### src/rtl/logs_pkg.sv
// Shared definitions for the logistic-map column collector.
package logs_pkg;

  // Default fraction width of x; r is carried as 2.FRAC fixed point.
  localparam int LOGS_FRAC = 4;
  localparam int R_W       = LOGS_FRAC + 2;
  localparam int BINS      = 1 << LOGS_FRAC;

  // Sweep controller states.
  typedef enum logic [1:0] {
    S_IDLE    = 2'd0,
    S_SETTLE  = 2'd1,
    S_COLLECT = 2'd2,
    S_HOLD    = 2'd3
  } logs_state_e;

endpackage

### src/rtl/logs_bin_accum.sv
// Visited-bin bitmap: one bit per x value, cleared between columns and
// OR-accumulated while a column is being collected.
module logs_bin_accum
  import logs_pkg::*;
#(
  parameter int FRAC = LOGS_FRAC
) (
  input  logic                   clk,
  input  logic                   rst_n,
  input  logic                   i_clr,
  input  logic                   i_set,
  input  logic [FRAC-1:0]        i_idx,
  output logic [(1<<FRAC)-1:0]   o_bitmap
);

  localparam int NB = 1 << FRAC;

  logic [NB-1:0] w_onehot;
  logic [NB-1:0] r_bits;

  // One-hot decode of the incoming bin index.
  for (genvar k = 0; k < NB; k++) begin : g_dec
    assign w_onehot[k] = (i_idx == FRAC'(k));
  end

  // Clear wins over set; bits are only ever added during a column.
  always_ff @(posedge clk or negedge rst_n) begin
    if (!rst_n)     r_bits <= '0;
    else if (i_clr) r_bits <= '0;
    else if (i_set) r_bits <= r_bits | w_onehot;
  end

  assign o_bitmap = r_bits;

endmodule

### src/rtl/logs_column_collector.sv
// Sweeps r across [R_MIN, R_MAX], discards transient iterations per r,
// records visited x bins as a bitmap and hands each column downstream
// through a valid/ack handshake.
module logs_column_collector
  import logs_pkg::*;
#(
  parameter int               FRAC    = LOGS_FRAC,
  parameter int               SETTLE  = 16,
  parameter int               SAMPLES = 32,
  parameter logic [FRAC+1:0]  R_MIN   = 6'h30,
  parameter logic [FRAC+1:0]  R_STEP  = 6'h04,
  parameter logic [FRAC+1:0]  R_MAX   = 6'h3C
) (
  input  logic                  clk,
  input  logic                  rst_n,
  input  logic                  start,
  input  logic [FRAC-1:0]       x,
  input  logic                  next_ready,
  output logic [FRAC+1:0]       r,
  output logic                  busy,
  output logic                  col_valid,
  output logic [(1<<FRAC)-1:0]  col_bitmap,
  input  logic                  col_ack,
  output logic                  sweep_done
);

  localparam int CNT_MAX  = (SETTLE > SAMPLES) ? SETTLE : SAMPLES;
  localparam int CW       = $clog2(CNT_MAX + 1);
  localparam int SET_LAST = (SETTLE > 0) ? SETTLE - 1 : 0;
  localparam int SMP_LAST = (SAMPLES > 0) ? SAMPLES - 1 : 0;

  logs_state_e       r_state;
  logic [CW-1:0]     r_cnt;
  logic [FRAC+1:0]   r_rval;
  logic              r_busy;
  logic              r_valid;
  logic              r_done;

  logic [FRAC+2:0]   w_r_sum;
  logic              w_last;
  logic              w_clr;
  logic              w_set;

  // One extra bit so r+R_STEP cannot wrap before the end-of-sweep test.
  assign w_r_sum = {1'b0, r_rval} + {1'b0, R_STEP};
  assign w_last  = (w_r_sum > {1'b0, R_MAX});

  // Bitmap control: clear on sweep start and on each advance to a new r,
  // set only for samples taken while collecting.
  always_comb begin
    w_clr = 1'b0;
    w_set = 1'b0;
    case (r_state)
      S_IDLE:    w_clr = start;
      S_COLLECT: w_set = next_ready;
      S_HOLD:    w_clr = col_ack && !w_last;
      default:   ;
    endcase
  end

  logs_bin_accum #(.FRAC(FRAC)) u_bins (
    .clk      (clk),
    .rst_n    (rst_n),
    .i_clr    (w_clr),
    .i_set    (w_set),
    .i_idx    (x),
    .o_bitmap (col_bitmap)
  );

  // Sweep FSM with counter, r stepping and registered handshake outputs.
  always_ff @(posedge clk or negedge rst_n) begin
    if (!rst_n) begin
      r_state <= S_IDLE;
      r_cnt   <= '0;
      r_rval  <= R_MIN;
      r_busy  <= 1'b0;
      r_valid <= 1'b0;
      r_done  <= 1'b0;
    end else begin
      r_done <= 1'b0;
      case (r_state)
        S_IDLE: begin
          if (start) begin
            r_rval  <= R_MIN;
            r_cnt   <= '0;
            r_busy  <= 1'b1;
            r_state <= (SETTLE == 0) ? S_COLLECT : S_SETTLE;
          end
        end
        S_SETTLE: begin
          if (next_ready) begin
            if (r_cnt == CW'(SET_LAST)) begin
              r_cnt   <= '0;
              r_state <= S_COLLECT;
            end else begin
              r_cnt <= r_cnt + CW'(1);
            end
          end
        end
        S_COLLECT: begin
          if (next_ready) begin
            if (r_cnt == CW'(SMP_LAST)) begin
              r_cnt   <= '0;
              r_valid <= 1'b1;
              r_state <= S_HOLD;
            end else begin
              r_cnt <= r_cnt + CW'(1);
            end
          end
        end
        S_HOLD: begin
          if (col_ack) begin
            r_valid <= 1'b0;
            r_cnt   <= '0;
            if (w_last) begin
              r_busy  <= 1'b0;
              r_done  <= 1'b1;
              r_state <= S_IDLE;
            end else begin
              r_rval  <= w_r_sum[FRAC+1:0];
              r_state <= (SETTLE == 0) ? S_COLLECT : S_SETTLE;
            end
          end
        end
        default: r_state <= S_IDLE;
      endcase
    end
  end

  assign r          = r_rval;
  assign busy       = r_busy;
  assign col_valid  = r_valid;
  assign sweep_done = r_done;

endmodule

### config.mk
export PLATFORM = sky130hd
export DESIGN_NAME = logs_column_collector
export DESIGN_NICKNAME = d
export VERILOG_FILES = /design/src/rtl/logs_pkg.sv /design/src/rtl/logs_bin_accum.sv /design/src/rtl/logs_column_collector.sv
export SDC_FILE = /design/constraint.sdc
export NUM_CORES = 1
export LEC_CHECK = 0
export ABC_AREA = 1
export CELL_PAD_IN_SITES_DETAIL_PLACEMENT = 0
export CELL_PAD_IN_SITES_GLOBAL_PLACEMENT = 2
export CORE_UTILIZATION = 27
export DETAILED_ROUTE_END_ITERATION = 6
export GPL_ROUTABILITY_DRIVEN = 0
export HOLD_SLACK_MARGIN = 0.05
export PLACE_DENSITY = 0.85
export SYNTH_ARGS = -nofsm -noshare
export SYNTH_HDL_FRONTEND = slang
export SYNTH_SLANG_ARGS = --single-unit
### constraint.sdc
create_clock -name clk -period 1.5 [get_ports clk]
set_clock_uncertainty 0.05 [all_clocks]
set_input_delay 0.3 -clock clk [delete_from_list [all_inputs] [get_ports clk]]
set_output_delay 0.3 -clock clk [all_outputs]
set_load 0.005 [all_outputs]
==> impl_results.md, run 1 <==
- Status: finished with violations
- Failing checks: DRC, setup timing
- Max Buffers Root-to-Sink: 2
- Post-DRT Antenna Nets: 0
- Total die area: 7060 sq um
- Setup CP Type: reg2reg
- Die height: 84.0 um
- Die Width: 84.0 um
- Sequential area share after synthesis: 0.428
- DP HPWL: 3350 um
- Wirelength, routed: 5370 um
- # hold bufs at CTS: 0
- First-pass GRT wire length: 8910 um
- Worst r2r src: r[2]
- NumNets Final: 350
- Initial Utilization: 0.283
- Congestion Overflow GR: 0
- Required @ worst endpoint: 1.67 ns
- DP Area: 2530 sq um
- Vias in the first global route: 1961
- Final hold vios: 0
- Reg clk slew, reported paths: 0.07 ns
- FF-to-FF End: u_bins.o_bitmap[11]
- Yosys Warn Count: 0
- Mapped Cells: 224
- DRC: 7
- All-Layer GR Usage: 0.156
- Area Overhead vs Synth: 77.9%
- CORE AREA: 6420 sq um
- Clk_lat worst skew: 0.28 ns
- Netlist cell types: 32
- Largest net degree at the start of global routing: 32
- First drt pass iteration count: 6
- Worst reg-to-reg path cell count: 12
- Yosys reg bits: 31
- Most frequent cells in the layout: buf_4 (67), dfrtp_1 (29), nand2_1 (27), nand3_2 (20), inv_1 (18)
- Total power: 6.04 mW
- Sequential cell area: 778 sq um
- Area of the multi-input gates: 1180 sq um
- Power density over cell area: 1870 nW/um^2
- Crit path DAT: 1.94 ns
- Most common cell after layout, fill and taps aside: buf_4
- Worst-path fanout max: 7
- Initial antenna violation count: 0
- Post-synth design cell area: 1820 sq um
- Pleak: 1.88 nW
- Fraction of layout cells with a size suffix above 1: 0.484
- IO Pins: 34
- Adder-Cell Fraction of Synth Area: 0.0482
- Main combinational cell family by area after synthesis: simple AND/OR/NAND/NOR gates
- Multiplexer area fraction after synthesis: 0
- Synth Area in XOR/XNOR: 0.00964
- Total CTS buffers: 5
- Cell area after layout: 3230 sq um
- Fmax achieved: 0.567 GHz
- Via count: 1949
- Root Driver: clkbuf_8
- TritonCTS clock tree: yes
- Wire per inst: 13.0 um
- Max-Cap Viols: 0
- PortBufs: 31
- H-tree depth: 2
- Compound-cell area share of the yosys netlist: 0.136
- Fin crit share: 1.17
- # diodes: 0
- # setup viols final: 32
- Register-to-Register Setup Slack: -0.26 ns
- Period minus WS final: 1.76 ns
- Synth Area per Inst: 8.11 sq um
- Worst Setup Start Kind: flip-flop
- Via/cell ratio: 4.73
- Post-synthesis simple-gate area fraction: 0.282
- DR iter-0 viols: 71
- Fillcell total: 610
- Row count: 29
- CP endpoint kind: flip-flop
- CTS sink cnt: 31
- Worst vdd ir: 1.21 mV
- RSZ-0062 raised after global routing: yes
- Final worst slack: -0.262 ns
- Slew Limit Fails: 0
- Hold/Removal Path Class: in2async
-- state kept, by name, summed over array words and instances (netlist names) --
register,flops
r,4
u_bins.o_bitmap,16
sweep_done,1
r_cnt,6
busy,1
col_valid,1
r_state,2
-- power by group --
| group | internal [mW] | switching [mW] |
|---|---|---|
| Sequential | 1.12 | 0.191 |
| Combinational | 2.12 | 1.92 |
| Clock | 0.370 | 0.323 |
-- synthesized netlist by cell type --
cell,instances,share of area
nand2_1,39,0.081
inv_1,26,0.054
nand2_4,1,0.0062
clkbuf_1,2,0.0041
o21bai_1,1,0.0041
nand3_1,35,0.096
o21ai_1,1,0.0028
nor2_4,1,0.0062
a21o_1,15,0.062
nand3_2,2,0.011
nor3_1,2,0.0055
o22ai_1,1,0.0034
nand4_1,5,0.017
a2bb2oi_1,1,0.0048
a22oi_1,1,0.0041
nor2_1,20,0.041
buf_6,3,0.019
conb_1,1,0.0021
buf_4,4,0.017
nand2_2,3,0.010
o2111ai_1,1,0.0048
xnor2_1,1,0.0048
ha_1,7,0.048
o21ai_0,11,0.030
o32ai_1,1,0.0048
o211ai_1,1,0.0041
dfstp_2,2,0.029
or2_2,1,0.0034
nand3b_1,1,0.0041
a21oi_1,4,0.011
dfrtp_1,29,0.40
xor2_1,1,0.0048
-- stage by stage --
stage | hold WS, ns | utilization | setup TNS (ns) | cells | setup slack, ns
after floorplan | -0.0456 | - | -1.59 | 225 | -0.0866
after global placement | 0.423 | 0.395 | -4.88 | 370 | -0.215
after detailed placement | 0.431 | 0.395 | -5.43 | 370 | -0.253
after CTS | 0.331 | 0.466 | -4.96 | 404 | -0.215
after global routing | 0.352 | 0.503 | -9.88 | 412 | -0.402
final | 0.329 | 0.503 | -5.97 | 412 | -0.262
-- worst max-delay path, cell delays in order, from the launching register on --
cell and delay [ns]:
dfrtp_1 0.42, inv_2 0.06, ha_1 0.28, inv_1 0.08, nand4_1 0.14, nand2_2 0.10
nand2_4 0.06, nand3_2 0.06, nand2_2 0.07, nand2_4 0.10, buf_6 0.15, nand3_2 0.06
nand2_1 0.07
-- how the worst max path moves through the flow --
stage	slack (ns)	cells past startpoint	from	endpoint
after floorplan	-0.09	12	r[2]	u_bins.o_bitmap[0]
after global placement	-0.22	10	col_ack	r_cnt[5]
after detailed placement	-0.25	10	col_ack	r_cnt[5]
after CTS	-0.22	13	r[3]	u_bins.o_bitmap[0]
after global routing	-0.40	12	r[2]	u_bins.o_bitmap[12]
final	-0.26	12	r[2]	u_bins.o_bitmap[11]
-- layout make-up --
class | instances | share of cell area
Tap cell | 77 | 0.0298
Multi-Input combinational cell | 159 | 0.365
Inverter | 26 | 0.0317
Clock buffer | 7 | 0.0267
Sequential cell | 31 | 0.241
Timing Repair Buffer | 111 | 0.304
Clock inverter | 1 | 0.00155
-- cell families (layout without fill, tap and decap cells) --
family / Yosys count / in the layout
fa+ha+maj: 7 / 7
flops: 31 / 31
other cells: 1 / 2
buf+inv: 35 / 145
xor+xnor: 2 / 2
simple gates: 110 / 110
compound gates: 38 / 38
-- routing by layer --
metal | global-route usage | up-vias | wire, um
met2 | 0.268 | 35 | 2590
met4 | 0.0392 | 0 | 87
met5 | 0 | - | 0
met3 | 0.0307 | 9 | 202
li1 | - | 956 | -
met1 | 0.199 | 949 | 2490
-- repair_timing --
item | 4_1_cts | 5_1_grt
resized for setup | 59 | 48
setup buffers | 25 | 7
pin swaps | 18 | 14
gates cloned | 1 | 1
endpoints found under the hold margin | 0 | 0
setup endpoints to repair | 51 | 43
Note: power is estimated with default switching activity, not from simulation.
==> inputs of run 2 (changes only) <==
- ABC_AREA: 1 -> default
- CORE_UTILIZATION: 27 -> 29
- PLACE_DENSITY: 0.85 -> 0.86
==> impl_results.md, run 2 <==
- Cell-by-cell trace of the critical path: buf_6, o21ai_4, o41a_1, buf_4, buf_6, nand2_2, a31oi_1
- Vias in the first global route: 1695 (-14%)
- Initial antenna violation count: 0 (unchanged)
- Netlist cell types: 45 (+41%)
- Worst path top cell family by delay: compound AO/OA/AOI/OAI gates
- Sequential area share after synthesis: 0.450 (+0.0220)
- Yosys Warn Count: 0 (unchanged)
- NumNets Final: 305 (-13%)
- Worst-path fanout max: 4 (-3)
- Initial Utilization: 0.308 (+0.0252)
- Max reg flops: 16 (unchanged)
- Hold/Removal Path Class: in2async
- Total die area: 6270 sq um (-11%)
- First-pass GRT wire length: 8390 um (-5.8%)
- Max-slew headroom: 0.652
- # diodes: 0 (unchanged)
- Area Overhead vs Synth: 85.5%
- Row count: 27 (-6.9%)
- Fin cells: 362 (-12%)
- Worst vdd ir: 1.10 mV (-9.0%)
- Via/cell ratio: 4.88 (+3.2%)
- Largest net degree at the start of global routing: 32 (unchanged)
- DRC: 0 (-7)
- DR iter-0 viols: 75 (+5.6%)
- Fmax achieved: 0.575 GHz (+1.4%)
- Leading area contributor after synthesis: dfrtp_1
- CTS sink cnt: 31 (unchanged)
- PortBufs: 31 (unchanged)
- Mapped Cells: 174 (-22%)
- Crit path DAT: 1.90 ns (-0.04 ns)
- Required @ worst endpoint: 1.66 ns (about the same)
- Pre-CTS setup slack: -0.399 ns (-0.146 ns)
- Synth top area cells: dfrtp_1 (42%), ha_1 (5.1%), nor2_1 (4.6%), a21oi_1 (3.5%), a31oi_1 (3.3%)
- Leading cell types by count after synthesis: dfrtp_1 (29), nor2_1 (21), inv_1 (13)
- Fin crit share: 1.16 (-0.0160)
- Power density over cell area: 2030 nW/um^2 (+8.8%)
- Top-count cell post-synth: dfrtp_1
- Failing checks: setup timing
- Congestion Overflow GR: 0 (unchanged)
- Final hold vios: 0 (unchanged)
- Wire per inst: 14.8 um (+14%)
- Max Buffers Root-to-Sink: 2 (unchanged)
- Clk_lat worst skew: 0.28 ns (about the same)
- # setup viols final: 31 (-3.1%)
- Ys async rst share: 1.00 (unchanged)
- Die Width: 79.2 um (-5.8%)
- Period minus WS final: 1.74 ns (-0.0240 ns)
- Util after Layout: 0.572 (+0.0684)
- RSZ-0062 raised after global routing: yes
- Most frequent cells in the layout: buf_4 (63), dfrtp_1 (25), buf_6 (20), dlymetal6s2s_1 (12), nor2_1 (11)
- Register-to-Register Setup Slack: -0.24 ns (+0.02 ns)
- Crit path top cell by count: buf_6
- Max-Cap Viols: 0 (unchanged)
- Root Driver: clkbuf_8
- IO Pins: 34 (unchanged)
- Worst Tran Pin Value: 0.523 ns
- Setup CP Type: reg2reg
- Most common cell after layout, fill and taps aside: buf_4
- Die height: 79.2 um (-5.8%)
- Critical-path top delay cell: dfstp_2
- Total CTS buffers: 5 (unchanged)
- CORE AREA: 5610 sq um (-13%)
- Crit-path max cell delay: 0.55 ns (+0.13 ns)
- Post-synth top area share: 0.420 (+0.0205)
- Post-synth top flop: dfrtp_1
- All-Layer GR Usage: 0.172 (+0.0166)
- DP HPWL: 3290 um (-1.9%)
- Fraction of layout cells with a size suffix above 1: 0.541 (+0.0578)
- Synth Area per Inst: 9.93 sq um (+22%)
- DP Cell Count: 325 (-12%)
- H-tree depth: 2 (unchanged)
- Via count: 1768 (-9.3%)
- Post-DRT Antenna Nets: 0 (unchanged)
- Reg clk slew, reported paths: 0.08 ns (about the same)
- Slew Limit Fails: 0 (unchanged)
- First drt pass iteration count: 4 (-2)
- Worst Setup Start Kind: flip-flop
- Number of synthesized flops with an enable pin: 0 (unchanged)
- Post-synth design cell area: 1730 sq um (-4.9%)
- CP bufs+invs: 3 (unchanged)
- TritonCTS clock tree: yes
- Final worst slack: -0.238 ns (+0.0240 ns)
- Yosys reg bits: 31 (unchanged)
- Pleak: 1.64 nW (-13%)
- CP endpoint kind: flip-flop
- Wirelength, routed: 5380 um (about the same)
- Status: finished with violations
run 2: metal layers:
layer / wire, um / track usage / share of wire
met1: 2450 / 0.230 / 0.46
met2: 2700 / 0.287 / 0.50
met3: 180 / 0.0322 / 0.033
met4: 39 / 0.0382 / 0.0073
met5: 0 / 0 / 0
run 2: final timing paths:
| kind | from | endpoint | depth (start not counted) |
|---|---|---|---|
| worst max-delay path | r[5] | r[4] | 7 |
| worst min-delay path | rst_n | r_cnt[2] | 2 |
| worst max register to register | r[5] | r[4] | 7 |
| worst min register to register | u_bins.o_bitmap[5] | u_bins.o_bitmap[5] | 2 |
| max in group asynchronous | rst_n | r[4] | 2 |
| min in group clk | u_bins.o_bitmap[5] | u_bins.o_bitmap[5] | 2 |
run 2: worst register-to-register path, cell delays in order, from the launching register on:
cell and delay [ns]:
dfstp_2 0.55, buf_6 0.10, o21ai_4 0.06, o41a_1 0.50, buf_4 0.18, buf_6 0.11, nand2_2 0.04, a31oi_1 0.08
run 2: logic make-up (layout without fill, tap and decap cells):
family / after synthesis / count (layout) / share of synthesized area
other cells: 1 / 2 / 0.00217
mux: 2 / 2 / 0.0145
fa+ha+maj: 7 / 7 / 0.0507
compound gates: 56 / 56 / 0.249
simple gates: 57 / 57 / 0.167
buf+inv: 20 / 135 / 0.0659
flops: 31 / 31 / 0.450
run 2: what timing repair did:
| item | 4_1_cts | 5_1_grt |
|---|---|---|
| hold endpoints to repair | 0 | 0 |
| pin swaps | 24 | 13 |
| hold buffers | 0 | 0 |
| buffers inserted | 14 | 16 |
| setup endpoints to repair | 41 | 49 |
| gates resized for setup | 60 | 48 |
run 2: layout make-up:
class	instances	area [sq um]
multi-input cells	124	1120
well taps	72	90.1
inverters	13	51.3
flip-flops and latches	31	783
repair buffers	114	1050
clock buffers	6	82.6
fillers	480	2400
clock inverters	2	35.0
run 2: report_power, final:
part | switching (mW) | total [mW] | internal, mW
Clock | 0.342 | 0.879 | 0.538
Combinational | 1.89 | 4.30 | 2.41
Sequential | 0.216 | 1.33 | 1.12
Total | 2.45 | 6.52 | 4.07
run 2: through the flow:
step | cell area (sq um) | total power [mW] | TNS [ns] | hold slack [ns]
3_3_place_gp | 2540 | 4.23 | -8.55 | 0.429
5_1_grt | 3210 | 6.89 | -7.24 | 0.346
6_report | 3210 | 6.52 | -5.47 | 0.319
3_5_place_dp | 2540 | 4.26 | -9.55 | 0.434
4_1_cts | 2950 | 5.93 | -5.22 | 0.323
2_1_floorplan | 1790 | 2.83 | -1.45 | -0.0456
==> inputs of run 3 (changes only) <==
- GPL_ROUTABILITY_DRIVEN: 0 -> default
==> results of run 3 <==
Final layout, timing and power as in run 2 (identical DEF).
